`src/rtl/uart_word_link.sv`:
```
// uart_word_link: moves 32-bit words over four UART frames (LSB byte first).
// Define UART_WORD_LINK_PARITY_EN to add an even-parity bit to every frame.
module uart_word_link #(
  parameter int CLKS_PER_BIT = 434
) (
  input  logic        clock,
  input  logic        reset,
  input  logic [2:0]  uartc,
  input  logic [31:0] tx_data,
  output logic [31:0] rx_data,
  output logic        wb_flag,
  output logic        busy,
  output logic        ferr,
  output logic        perr,
  input  logic        rx,
  output logic        tx
);

`ifdef UART_WORD_LINK_PARITY_EN
  localparam bit PAR_EN = 1'b1;
`else
  localparam bit PAR_EN = 1'b0;
`endif

  localparam int FRAME_BITS = PAR_EN ? 11 : 10;
  localparam int BW = $clog2(CLKS_PER_BIT);
  localparam logic [BW-1:0] BAUD_LAST = BW'(CLKS_PER_BIT - 1);
  localparam logic [BW-1:0] BAUD_HALF = BW'(CLKS_PER_BIT / 2 - 1);
  localparam logic [BW-1:0] BAUD_ONE  = BW'(1);
  localparam logic [3:0] STOP_POS = 4'(FRAME_BITS - 1);
  localparam logic [3:0] PAR_POS  = 4'd9;
  localparam logic [2:0] CMD_SEND = 3'b001;
  localparam logic [2:0] CMD_RECV = 3'b010;

  typedef enum logic [1:0] {
    IDLE,
    SEND,
    RECV,
    DONE
  } state_t;

  state_t state_q, state_d;

  logic [2:0]    cmd_q;
  logic [31:0]   shift_q;
  logic [BW-1:0] baud_q;
  logic [3:0]    pos_q;
  logic [2:0]    byte_q;
  logic          tx_q, tx_d;
  logic          tx_par_q;
  logic          rx_s1_q, rx_s2_q, rx_prev_q;
  logic          rx_act_q;
  logic [7:0]    rx_byte_q;
  logic [31:0]   asm_q, asm_d;
  logic [31:0]   rx_data_q;
  logic          ferr_q, perr_q;

  logic cmd_send, cmd_recv;
  logic baud_last, rx_fall, rx_last;

  assign cmd_send  = (uartc == CMD_SEND);
  assign cmd_recv  = (uartc == CMD_RECV);
  assign baud_last = (baud_q == BAUD_LAST);
  assign rx_fall   = rx_prev_q & ~rx_s2_q;

  // the 4th stop-bit sample completes a receive
  assign rx_last = rx_act_q && (pos_q == STOP_POS)
                && baud_last && (byte_q == 3'd3);

  // each finished byte enters at the top; after four, byte 0 sits at [7:0]
  assign asm_d = {rx_byte_q, asm_q[31:8]};

  assign tx      = tx_q;
  assign rx_data = rx_data_q;
  assign ferr    = ferr_q;
  assign perr    = PAR_EN ? perr_q : 1'b0;

  // state register
  always_ff @(posedge clock) begin
    if (reset) state_q <= IDLE;
    else       state_q <= state_d;
  end

  // next-state logic
  always_comb begin
    state_d = state_q;
    unique case (state_q)
      IDLE: begin
        if (cmd_send)      state_d = SEND;
        else if (cmd_recv) state_d = RECV;
      end
      SEND: if (byte_q[2])        state_d = DONE;
      RECV: if (rx_last)          state_d = DONE;
      DONE: if (uartc != cmd_q)   state_d = IDLE;
    endcase
  end

  // outputs: status flags and the next serial tx level
  always_comb begin
    busy    = (state_q == SEND) || (state_q == RECV);
    wb_flag = (state_q == DONE);
    tx_d    = 1'b1;
    if (state_q == SEND && !byte_q[2]) begin
      unique case (1'b1)
        pos_q == 4'd0:                 tx_d = 1'b0;
        pos_q inside {[4'd1:4'd8]}:    tx_d = shift_q[0];
        PAR_EN && (pos_q == PAR_POS):  tx_d = tx_par_q;
        default:                       tx_d = 1'b1;
      endcase
    end
  end

  // datapath: synchroniser, baud/bit counters, shifters, status
  always_ff @(posedge clock) begin
    if (reset) begin
      tx_q      <= 1'b1;
      cmd_q     <= '0;
      shift_q   <= '0;
      baud_q    <= '0;
      pos_q     <= '0;
      byte_q    <= '0;
      tx_par_q  <= 1'b0;
      rx_s1_q   <= 1'b1;
      rx_s2_q   <= 1'b1;
      rx_prev_q <= 1'b1;
      rx_act_q  <= 1'b0;
      rx_byte_q <= '0;
      asm_q     <= '0;
      rx_data_q <= '0;
      ferr_q    <= 1'b0;
      perr_q    <= 1'b0;
    end else begin
      tx_q      <= tx_d;
      rx_s1_q   <= rx;
      rx_s2_q   <= rx_s1_q;
      rx_prev_q <= rx_s2_q;
      unique case (state_q)
        IDLE: begin
          baud_q   <= '0;
          pos_q    <= '0;
          byte_q   <= '0;
          rx_act_q <= 1'b0;
          if (cmd_send) begin
            shift_q <= tx_data;
            cmd_q   <= uartc;
          end
          if (cmd_recv) begin
            ferr_q <= 1'b0;
            perr_q <= 1'b0;
            cmd_q  <= uartc;
          end
        end
        SEND: begin
          if (!byte_q[2]) begin
            if (baud_last) begin
              baud_q <= '0;
              if (pos_q == 4'd0)
                tx_par_q <= ^shift_q[7:0];
              if (pos_q >= 4'd1 && pos_q <= 4'd8)
                shift_q <= {1'b0, shift_q[31:1]};
              if (pos_q == STOP_POS) begin
                pos_q  <= '0;
                byte_q <= byte_q + 3'd1;
              end else begin
                pos_q <= pos_q + 4'd1;
              end
            end else begin
              baud_q <= baud_q + BAUD_ONE;
            end
          end
        end
        RECV: begin
          if (!rx_act_q) begin
            if (rx_fall) begin
              rx_act_q <= 1'b1;
              baud_q   <= '0;
              pos_q    <= '0;
            end
          end else if (pos_q == 4'd0) begin
            // half-bit recheck rejects glitches posing as start bits
            if (baud_q == BAUD_HALF) begin
              baud_q <= '0;
              if (rx_s2_q) rx_act_q <= 1'b0;
              else         pos_q    <= 4'd1;
            end else begin
              baud_q <= baud_q + BAUD_ONE;
            end
          end else if (!baud_last) begin
            baud_q <= baud_q + BAUD_ONE;
          end else begin
            baud_q <= '0;
            pos_q  <= pos_q + 4'd1;
            if (pos_q <= 4'd8)
              rx_byte_q <= {rx_s2_q, rx_byte_q[7:1]};
            if (PAR_EN && pos_q == PAR_POS)
              perr_q <= perr_q | (^rx_byte_q ^ rx_s2_q);
            if (pos_q == STOP_POS) begin
              ferr_q   <= ferr_q | ~rx_s2_q;
              asm_q    <= asm_d;
              byte_q   <= byte_q + 3'd1;
              rx_act_q <= 1'b0;
              if (byte_q == 3'd3)
                rx_data_q <= asm_d;
            end
          end
        end
        DONE: begin
        end
      endcase
    end
  end

endmodule

```
`config.mk`:
```
export PLATFORM = sky130hd
export DESIGN_NAME = uart_word_link
export DESIGN_NICKNAME = d
export VERILOG_FILES = /design/src/rtl/uart_word_link.sv
export SDC_FILE = /design/constraint.sdc
export NUM_CORES = 1
export LEC_CHECK = 0
export ABC_AREA = 1
export CAP_MARGIN = 20
export CORE_ASPECT_RATIO = 1.1
export CORE_UTILIZATION = 40
export CTS_CLUSTER_DIAMETER = 50
export DETAILED_ROUTE_END_ITERATION = 10
export PLACE_DENSITY = 0.65
export SLEW_MARGIN = 20
export SYNTH_ARGS = -nofsm -noshare
export SYNTH_HDL_FRONTEND = slang
export SYNTH_SLANG_ARGS = --single-unit
```
`constraint.sdc`:
```
create_clock -name clock -period 3.35 [get_ports clock]
set_input_delay 0.5025 -clock clock [delete_from_list [all_inputs] [get_ports clock]]
set_output_delay 0.5025 -clock clock [all_outputs]
set_load 0.01 [all_outputs]
```
**Word level (Yosys, flattened, before mapping)**

Cells that the tools add are included.

- $mul: 0
- Shifts and indexed selects: 0
- Bitwise logic cells: 5
- Add/sub/neg operators: 3
- Multiplexer cells: 53
- Equal/unequal tests: 28
- $lt $le $gt $ge: 2
- Reductions and logical operators: 25
- Divide/modulo/power cells: 0

Operator list:

| kind | count |
|---|---|
| $mux W32 | 4 |
| $pmux W32 S2 | 1 |
| $mux W9 | 6 |
| $mux W4 | 9 |
| $mux W3 | 9 |
| $pmux W9 S3 | 1 |
| $reduce_and A5 Y1 | 4 |
| $ne A2 B2 Y1 const B | 9 |
| $mux W1 | 12 |
| $pmux W4 S3 | 1 |
| $reduce_and A6 Y1 | 2 |
| $mux W2 | 5 |
| $add A9 B1 Y9 const B | 1 |
| $eq A9 B8 Y1 const B | 1 |
| $eq A9 B9 Y1 const B | 1 |
| $pmux W3 S3 | 1 |
| $ne A2 B1 Y1 const B | 4 |
| $ne A4 B3 Y1 const B | 2 |
| $pmux W2 S4 | 1 |
| $reduce_and A8 Y1 | 1 |
| $reduce_and A7 Y1 | 1 |
| $eq A3 B2 Y1 const B | 2 |
| $ne A3 B3 Y1 const B | 2 |
| $pmux W1 S2 | 3 |
| 24 further kinds | 33 |

- Bits of input ports: 38
- Output and inout port bits: 37
- Bits in latches: 0
- Memories kept: 0
- Bits in read-only memories: 0
- Bits in registers: 131
- RAM bits: 0
- Word-level logic and storage cells: 132

**Longest topological paths before layout**

Gate-level depths: netlist of run 1.

- Depth after elaboration: 7
- Depth in mapped cells: 12
- Mapped depth without buffers: 11

**Worst setup path after synthesis of run 1**

No wires, ideal clock.

- Kind: flip-flop to flip-flop
- Start point: register state_q[1]
- End point: register pos_q[2]
- Library setup time: 0.114 ns
- Required time: 3.236 ns
- Buffers on the path: 1
- Path slack: 1.604 ns
- Arrival: 1.632 ns
- Stages on the path, launching flop included: 12
- Period minus slack after synthesis: 1.746 ns
- Path through: dfxtp_1 -> inv_1 -> ha_1 -> buf_2 -> nand2_2 -> nand2_1 -> a21oi_4 -> nand2_1 -> nor2_2 -> nand2_1 -> nand2_1 -> nor2_1

- Cells in the longest elaborated chain, start to end: 3
- Elaborated cells on any way between the ends: 12
- Classes of those cells: eq/ne: 8; mux: 1; reduce/logical: 3

Ends and longest elaborated chain:

| item | RTL line | source |
|---|---|---|
| start, declared | 42 | `state_t state_q, state_d;` |
| start signal, assigned | 81 | `else state_q <= state_d;` |
| $eq A2 B2 Y1, or another cell as far along | 137 | `unique case (state_q)` |
| $ne A4 B3 Y1 (no source line), or another cell as far along | - |  |
| $reduce_and A7 Y1 (no source line) | - |  |
| end signal, assigned | 165 | `pos_q <= pos_q + 4'd1;` |
| end signal, assigned | 192 | `pos_q <= pos_q + 4'd1;` |
| end, declared | 47 | `logic [3:0] pos_q;` |

Several ways; a longest one is shown, not always the timed one.
A chain may end at the register's enable or synchronous reset.

**Final worst setup path of run 1**

- Start point: register state_q[0]
- End point: output port busy

- Cells in the longest elaborated chain, start to end: 2
- Elaborated cells on any way between the ends: 3
- Classes of those cells: eq/ne: 2; reduce/logical: 1

Ends and longest elaborated chain:

| item | RTL line | source |
|---|---|---|
| $eq A2 B1 Y1 / $eq A2 B2 Y1 (equally long branches) | 100 | `busy = (state_q == SEND) \|\| (state_q == RECV);` |
| $logic_or A1 B1 Y1 (*) | 100 |  |
| end, declared | 12 | `output logic busy,` |

Every way passes the cells marked *; elsewhere a longest branch is shown, timed or not.

==> flow_summary_export.csv, run 1 <==
group,metric,value,unit
cts,cts_repair_resize_count,0,
power_and_ir_drop,fin_total_pwr,4.86,mW
worst_setup_path,worst_path_max_delay_cell,"clkdlybuf4s50_1",
cts,clock_tree_from_tritoncts,"done",
power_and_ir_drop,power_report.internal_total,3.45,mW
yosys,mappedNetlistArea,5600,um^2
global_routing,grt.total_usage,17.1,%
final_layout,final_nets,866,
routing,first_iter_violations,266,
final_layout,end_of_flow_core_utilization,51.5,%
floorplan,dieHeight,126,um
place,dp.cells,983,
yosys,synthDistinctLibCells,43,
power_and_ir_drop,switching_share,28.9,%
min_path,min_path_type,"reg2reg",
routing,post-route-drc-count,0,
yosys,synth_warnings,0,
sta,maxClockFrequency,397,MHz
yosys,postSynthNetCount,802,
sta,final.min_clock_period,2520,ps
worst_setup_path,path_cells,"inv_1 > ha_1 > clkdlybuf4s50_1",
routing,postRouteWirelength,11300,um
power_and_ir_drop,cellPowerDensity,687,nW/um^2
sta,slew_worst_pin,532,ps
final_layout,antenna-diode-count,0,
worst_setup_path,critPathMaxStageDelay,620,ps
cts,cts.sinks,123,
sta,final_min_period_over_clock_period,75.3,%
global_routing,grt_max_degree,62,
final_layout,area_growth_syn_to_layout,26.3,%
sta,final_max_slew_viols,0,
cts,cts_made_buffers,17,
yosys,synth_ff_type,"dfxtp_1",
cts,cts_root_buffer,"clkbuf_16",
worst_setup_path,crit_arrival,2020,ps
floorplan,die-area,14500,um^2
floorplan,num_io_pins,75,
power_and_ir_drop,total_switching_power,1.41,mW
routing,wl_per_cell,11.2,um
power_and_ir_drop,seqPwrFrac,35.1,%
global_routing,grt-ovfl-total,0,
sta,fin_setup_tns,0,ps
yosys,ys_async_sr_fraction,0,%
final_layout,drive_gt1_share,8.34,%
worst_setup_path,required,2850,ps
sta,fin_skew,6.90,ps
worst_setup_path,critical_path.max_fanout,7,
sta,final-hold-violation-count,0,
routing,firstDrtPassIters,4,
yosys,synth_seq_area_share,43.9,%
cts,cts-root-to-sink-buffers,2,
place,gp_congestion,0.803,
global_routing,first_pass_grt_wire_length,19500,um
run,maxCapViolCount,0,
floorplan,floorplan.core_area,13700,um^2
sta,rsz0062_at_grt,"no",
worst_setup_path,timing_worst_setup_path_type,"reg2out",
power_and_ir_drop,pwr-share-comb,21.6,%
cts,post_cts_buffers,0,
floorplan,placementRows,45,
place,dp_hpwl,7580,um
worst_setup_path,worst_setup_path_start_kind,"flop",
floorplan,start_util,40.8,%
routing,post_drt_via_cell_ratio,4.59,
sta,max_slew_headroom_at_the_worst_pin,64.5,%
global_routing,initial_antenna_violation_count,0,
status,run_status,"finished, final reports clean",
yosys,ys_ff_latch,123,
cts,ctsHtreeMaxLevel,4,
power_and_ir_drop,clkPwrFrac,43.3,%
final_layout,layout.cells.non_filler,1015,
yosys,synthesis.area_per_instance,7.47,um^2
cts,clk_latency,420,ps
power_and_ir_drop,ir_drop,0.317,mV
worst_setup_path,cp-end-kind,"output pin",
routing,total_via_count_after_detailed_routing,4663,
routing,drt.antenna.violating_nets,0,
place,port-buffer-count,73,
global_routing,via_count_of_the_first_global_routing_pass,4269,
cts,cts_hold_buf,0,
floorplan,die_w,115,um
power_and_ir_drop,cellLeakagePower,2.80,nW
sta,final_setup_violation_count,0,
cts,clock_pin_transition_on_the_worst_setup_and_hold_timing_paths,60,ps
yosys,post_synth_inst_count,750,
yosys,count_of_flip_flops_with_a_built_in_enable_after_synthesis,0,
kinds of logic after synthesis:
| family | share of synthesized area, % |
|---|---|
| simple gates | 29.2 |
| flops | 43.9 |
| compound gates | 10.6 |
| buf+inv | 7.17 |
| mux | 5.54 |
| fa+ha+maj | 3.13 |
| xor+xnor | 0.313 |
| other cells | 0.0669 |
cells in the final DEF (no fill, tap or decap), types with 5 or more instances in the layout:
master | Yosys | layout
nor2_1 | 207 | 207
nand2_1 | 136 | 136
dfxtp_1 | 123 | 123
clkdlybuf4s50_1 | 0 | 73
o21ai_0 | 68 | 68
inv_1 | 38 | 37
mux2i_1 | 31 | 31
a21oi_1 | 24 | 24
nand3_1 | 18 | 18
clkbuf_16 | 0 | 17
ha_1 | 14 | 13
a211oi_1 | 7 | 7
inv_2 | 5 | 6
bufinv_16 | 0 | 6
nand2_2 | 5 | 5
nor3_1 | 5 | 5
buf_4 | 2 | 5
cell usage after synthesis, drive strengths merged, types with 3 or more instances:
cell	n	share of area [%]
or2	3	0.34
clkbuf	13	0.94
mux2i	31	5.5
buf	21	3.3
nand2	143	10
nor2	215	15
inv	43	2.9
dfxtp	123	44
ha	14	3.1
a21oi	26	2.6
nor3	6	0.74
o21ai	70	6.3
nand3	19	1.8
a211oi	7	0.94
routing by layer:
metal / vias up / global-route usage (%) / wire [um]
li1: 2526 / - / -
met2: 78 / 28.7 / 5470
met1: 2044 / 20.3 / 5250
met3: 15 / 5.15 / 470
met4: 0 / 6.42 / 150
met5: - / 0 / 0
critical path: cells and delay by family, from the launching register on:
family	cells	cell delay [ps]
buf+inv	2	730
flops	1	420
fa+ha+maj	1	450
power groups by stage:
| stage | combinational, mW | clock [mW] | sequential [mW] |
|---|---|---|---|
| after CTS | 1.06 | 2.14 | 1.70 |
| after global placement | 1.05 | 0 | 1.73 |
| after floorplan | 0.843 | 0 | 1.71 |
| after detailed placement | 1.06 | 0 | 1.73 |
| final | 1.05 | 2.10 | 1.70 |
| after global routing | 1.21 | 2.20 | 1.72 |
path summary, 6_finish.rpt:
kind	start	end	slack, ps	cells after the start
setup reg to reg	state_q[0]	rx_data[20]	1030	10
setup / recovery	state_q[0]	busy	830	3
hold reg to reg	rx_s1_q	rx_s2_q	430	1
hold / removal	rx_s1_q	rx_s2_q	430	1
sequential cells by signal, indices dropped and copies added (netlist names):
name       count
asm_q         24
tx             1
rx_act_q       1
rx_prev_q      1
baud_q         9
rx_data       32
state_q        2
rx_s1_q        1
cmd_q          3
shift_q       32
rx_byte_q      8
pos_q          4
rx_s2_q        1
byte_q         3
ferr           1
area by class of cell:
cell class,instances,area [um^2]
clock buffer,19,443
clock inverter,13,239
fill,1395,6660
inverter,44,166
multi-input combinational,549,2740
sequential,123,2460
tap,188,235
timing repair buffer,79,788
per-stage QoR:
| step | hold WS (ps) | area (um^2) | setup slack (ps) |
|---|---|---|---|
| final | 431 | 7080 | 829 |
| after global routing | 468 | 7080 | 728 |
| after CTS | 440 | 7080 | 824 |
| after detailed placement | 430 | 6390 | 796 |
| after global placement | 426 | 6390 | 842 |
| after floorplan | 389 | 5600 | 1600 |
No activity file was read; power rests on OpenSTA's default activity.
==> run 2, diff against run 1 <==
Settings changed: PLACE_DENSITY 0.65 to 0.67.
Clock period 3.35 ns to 2 ns, I/O delays scaled along.
==> flow_summary_export.csv, run 2 (synthesis results as in run 1) <==
group,metric,value,unit
cts,clock_pin_transition_on_the_worst_setup_and_hold_timing_paths,60,ps
status,run_status,"finished, final reports clean",
sta,worst_slack,52.1,ps
worst_setup_path,critical_path.reg2reg.endpoint,"rx_data[18]",
place,dp_hpwl,7810,um
cts,post_cts_buffers,0,
routing,firstDrtPassIters,4,
routing,postRouteWirelength,11700,um
final_layout,layout_common_cells,"nor2_1 (207), nand2_1 (136), dfxtp_1 (123)",
routing,post-route-drc-count,0,
sta,fin_setup_tns,0,ps
global_routing,grt.total_usage,17.0,%
worst_setup_path,cp-end-kind,"output pin",
final_layout,end_of_flow_core_utilization,52.2,%
place,gp_congestion,0.848,
global_routing,grt-ovfl-total,0,
run,maxCapViolCount,0,
worst_setup_path,crit_arrival,1650,ps
min_path,hold_depth,1,
cts,cts-root-to-sink-buffers,2,
sta,rsz0062_at_grt,"yes",
cts,cts.sinks,123,
sta,final_max_slew_viols,0,
final_layout,antenna-diode-count,0,
sta,final.min_clock_period,1950,ps
worst_setup_path,critPathLaunch,"state_q[1]",
global_routing,grt_max_degree,63,
sta,slew_worst_pin,525,ps
worst_setup_path,rrSetupSlack,90,ps
floorplan,die-area,14500,um^2
power_and_ir_drop,cellPowerDensity,1090,nW/um^2
place,dp.cells,997,
floorplan,placementRows,45,
min_path,worst_hold_startpoint,"rx_s1_q",
worst_setup_path,regToRegStartpoint,"state_q[0]",
final_layout,layout.cells.most_common,"nor2_1",
sta,fin_skew,6.65,ps
sta,final_setup_violation_count,0,
min_path,holdPathEnd,"rx_s2_q",
sta,maxClockFrequency,513,MHz
global_routing,via_count_of_the_first_global_routing_pass,4477,
worst_setup_path,timing_worst_setup_path_type,"reg2out",
worst_setup_path,critical_path.max_fanout,4,
routing,drt.antenna.violating_nets,0,
floorplan,start_util,40.8,%
routing,wl_per_cell,11.3,um
cts,ctsHtreeMaxLevel,4,
sta,max_slew_headroom_at_the_worst_pin,65.0,%
global_routing,initial_antenna_violation_count,0,
routing,post_drt_via_cell_ratio,4.65,
worst_setup_path,ff2ff_path_depth,10,
final_layout,finish.instance_area,7180,um^2
floorplan,floorplan.core_area,13700,um^2
routing,first_iter_violations,205,
place,place_worst_setup_slack,47.4,ps
place,port-buffer-count,73,
power_and_ir_drop,ir_drop,0.537,mV
cts,cts_made_buffers,17,
power_and_ir_drop,fin_total_pwr,7.82,mW
sta,final-hold-violation-count,0,
power_and_ir_drop,cellLeakagePower,2.85,nW
worst_setup_path,required,1700,ps
floorplan,num_io_pins,75,
final_layout,area_growth_syn_to_layout,28.1,%
cts,clk_latency,410,ps
place,detailed_place.area,6520,um^2
sta,hold-worst-slack,408,ps
cts,cts_hold_buf,0,
cts,cts_root_buffer,"clkbuf_16",
floorplan,die_w,115,um
cts,clock_tree_from_tritoncts,"done",
routing,total_via_count_after_detailed_routing,4790,
final_layout,drive_gt1_share,10.7,%
min_path,min_path_type,"reg2reg",
final_layout,layout.cells.non_filler,1031,
floorplan,dieHeight,126,um
final_layout,final_nets,882,
global_routing,first_pass_grt_wire_length,19700,um
worst_setup_path,worst_setup_path_start_kind,"flop",
sta,final_min_period_over_clock_period,97.4,%
[run 2: changes by cell type in the layout (fill, tap and decap cells not counted), moves of 2 or more]
| cell | delta |
|---|---|
| clkinvlp_4 | +2 |
| clkinv_2 | +3 |
| buf_4 | +11 |
| ha_2 | +2 |
| o21ai_1 | +5 |
| buf_12 | +2 |
| clkbuf_16 | +2 |
| o21ai_0 | -6 |
| ha_1 | -2 |
| bufinv_16 | -4 |
[run 2: how the worst max path moves through the flow]
stage                  endpoint  slack (ps)  cells after the start
global placement     shift_q[0]          80                     11
finish                  wb_flag          50                      2
CTS                 rx_data[25]          20                     10
floorplan              pos_q[2]         250                     11
global route         rx_data[2]         -50                     10
detailed placement  shift_q[13]          50                     11
[run 2: worst max-delay path: stages, from the launching register on]
cell and delay [ps]:
dfxtp_1 400, ha_1 270, clkdlybuf4s50_1 570
[run 2: where the power goes]
group	internal (mW)	switching, mW	leakage [nW]	total, mW
combinational	0.834	1.12	1.57	1.95
clock	1.86	1.15	0.278	3.01
sequential	2.70	0.150	0.996	2.85
[run 2: area by class of cell]
cell class                 count  area (um^2)
fill                        1378         6560
multi-input combinational    549         2760
sequential                   123         2460
timing repair buffer          95          971
clock buffer                  18          439
tap                          188          235
inverter                      44          170
clock inverter                14          145
[run 2: metal layers]
metal  share of wire [%]  vias up  routed length, um  GRT usage (%)
met5                   0        -                  0              0
met4                 1.3        0                146           5.58
met3                 3.5       13                413           4.76
met2                  50       81               5780           30.3
met1                  46     2140               5310           19.5
li1                    -     2556                  -              -
[run 2: timing repair]
action | CTS | global route
gates resized for setup | 1 | 14
pin swaps | 0 | 1
setup endpoints to repair | 1 | 74
cloned | 0 | 2
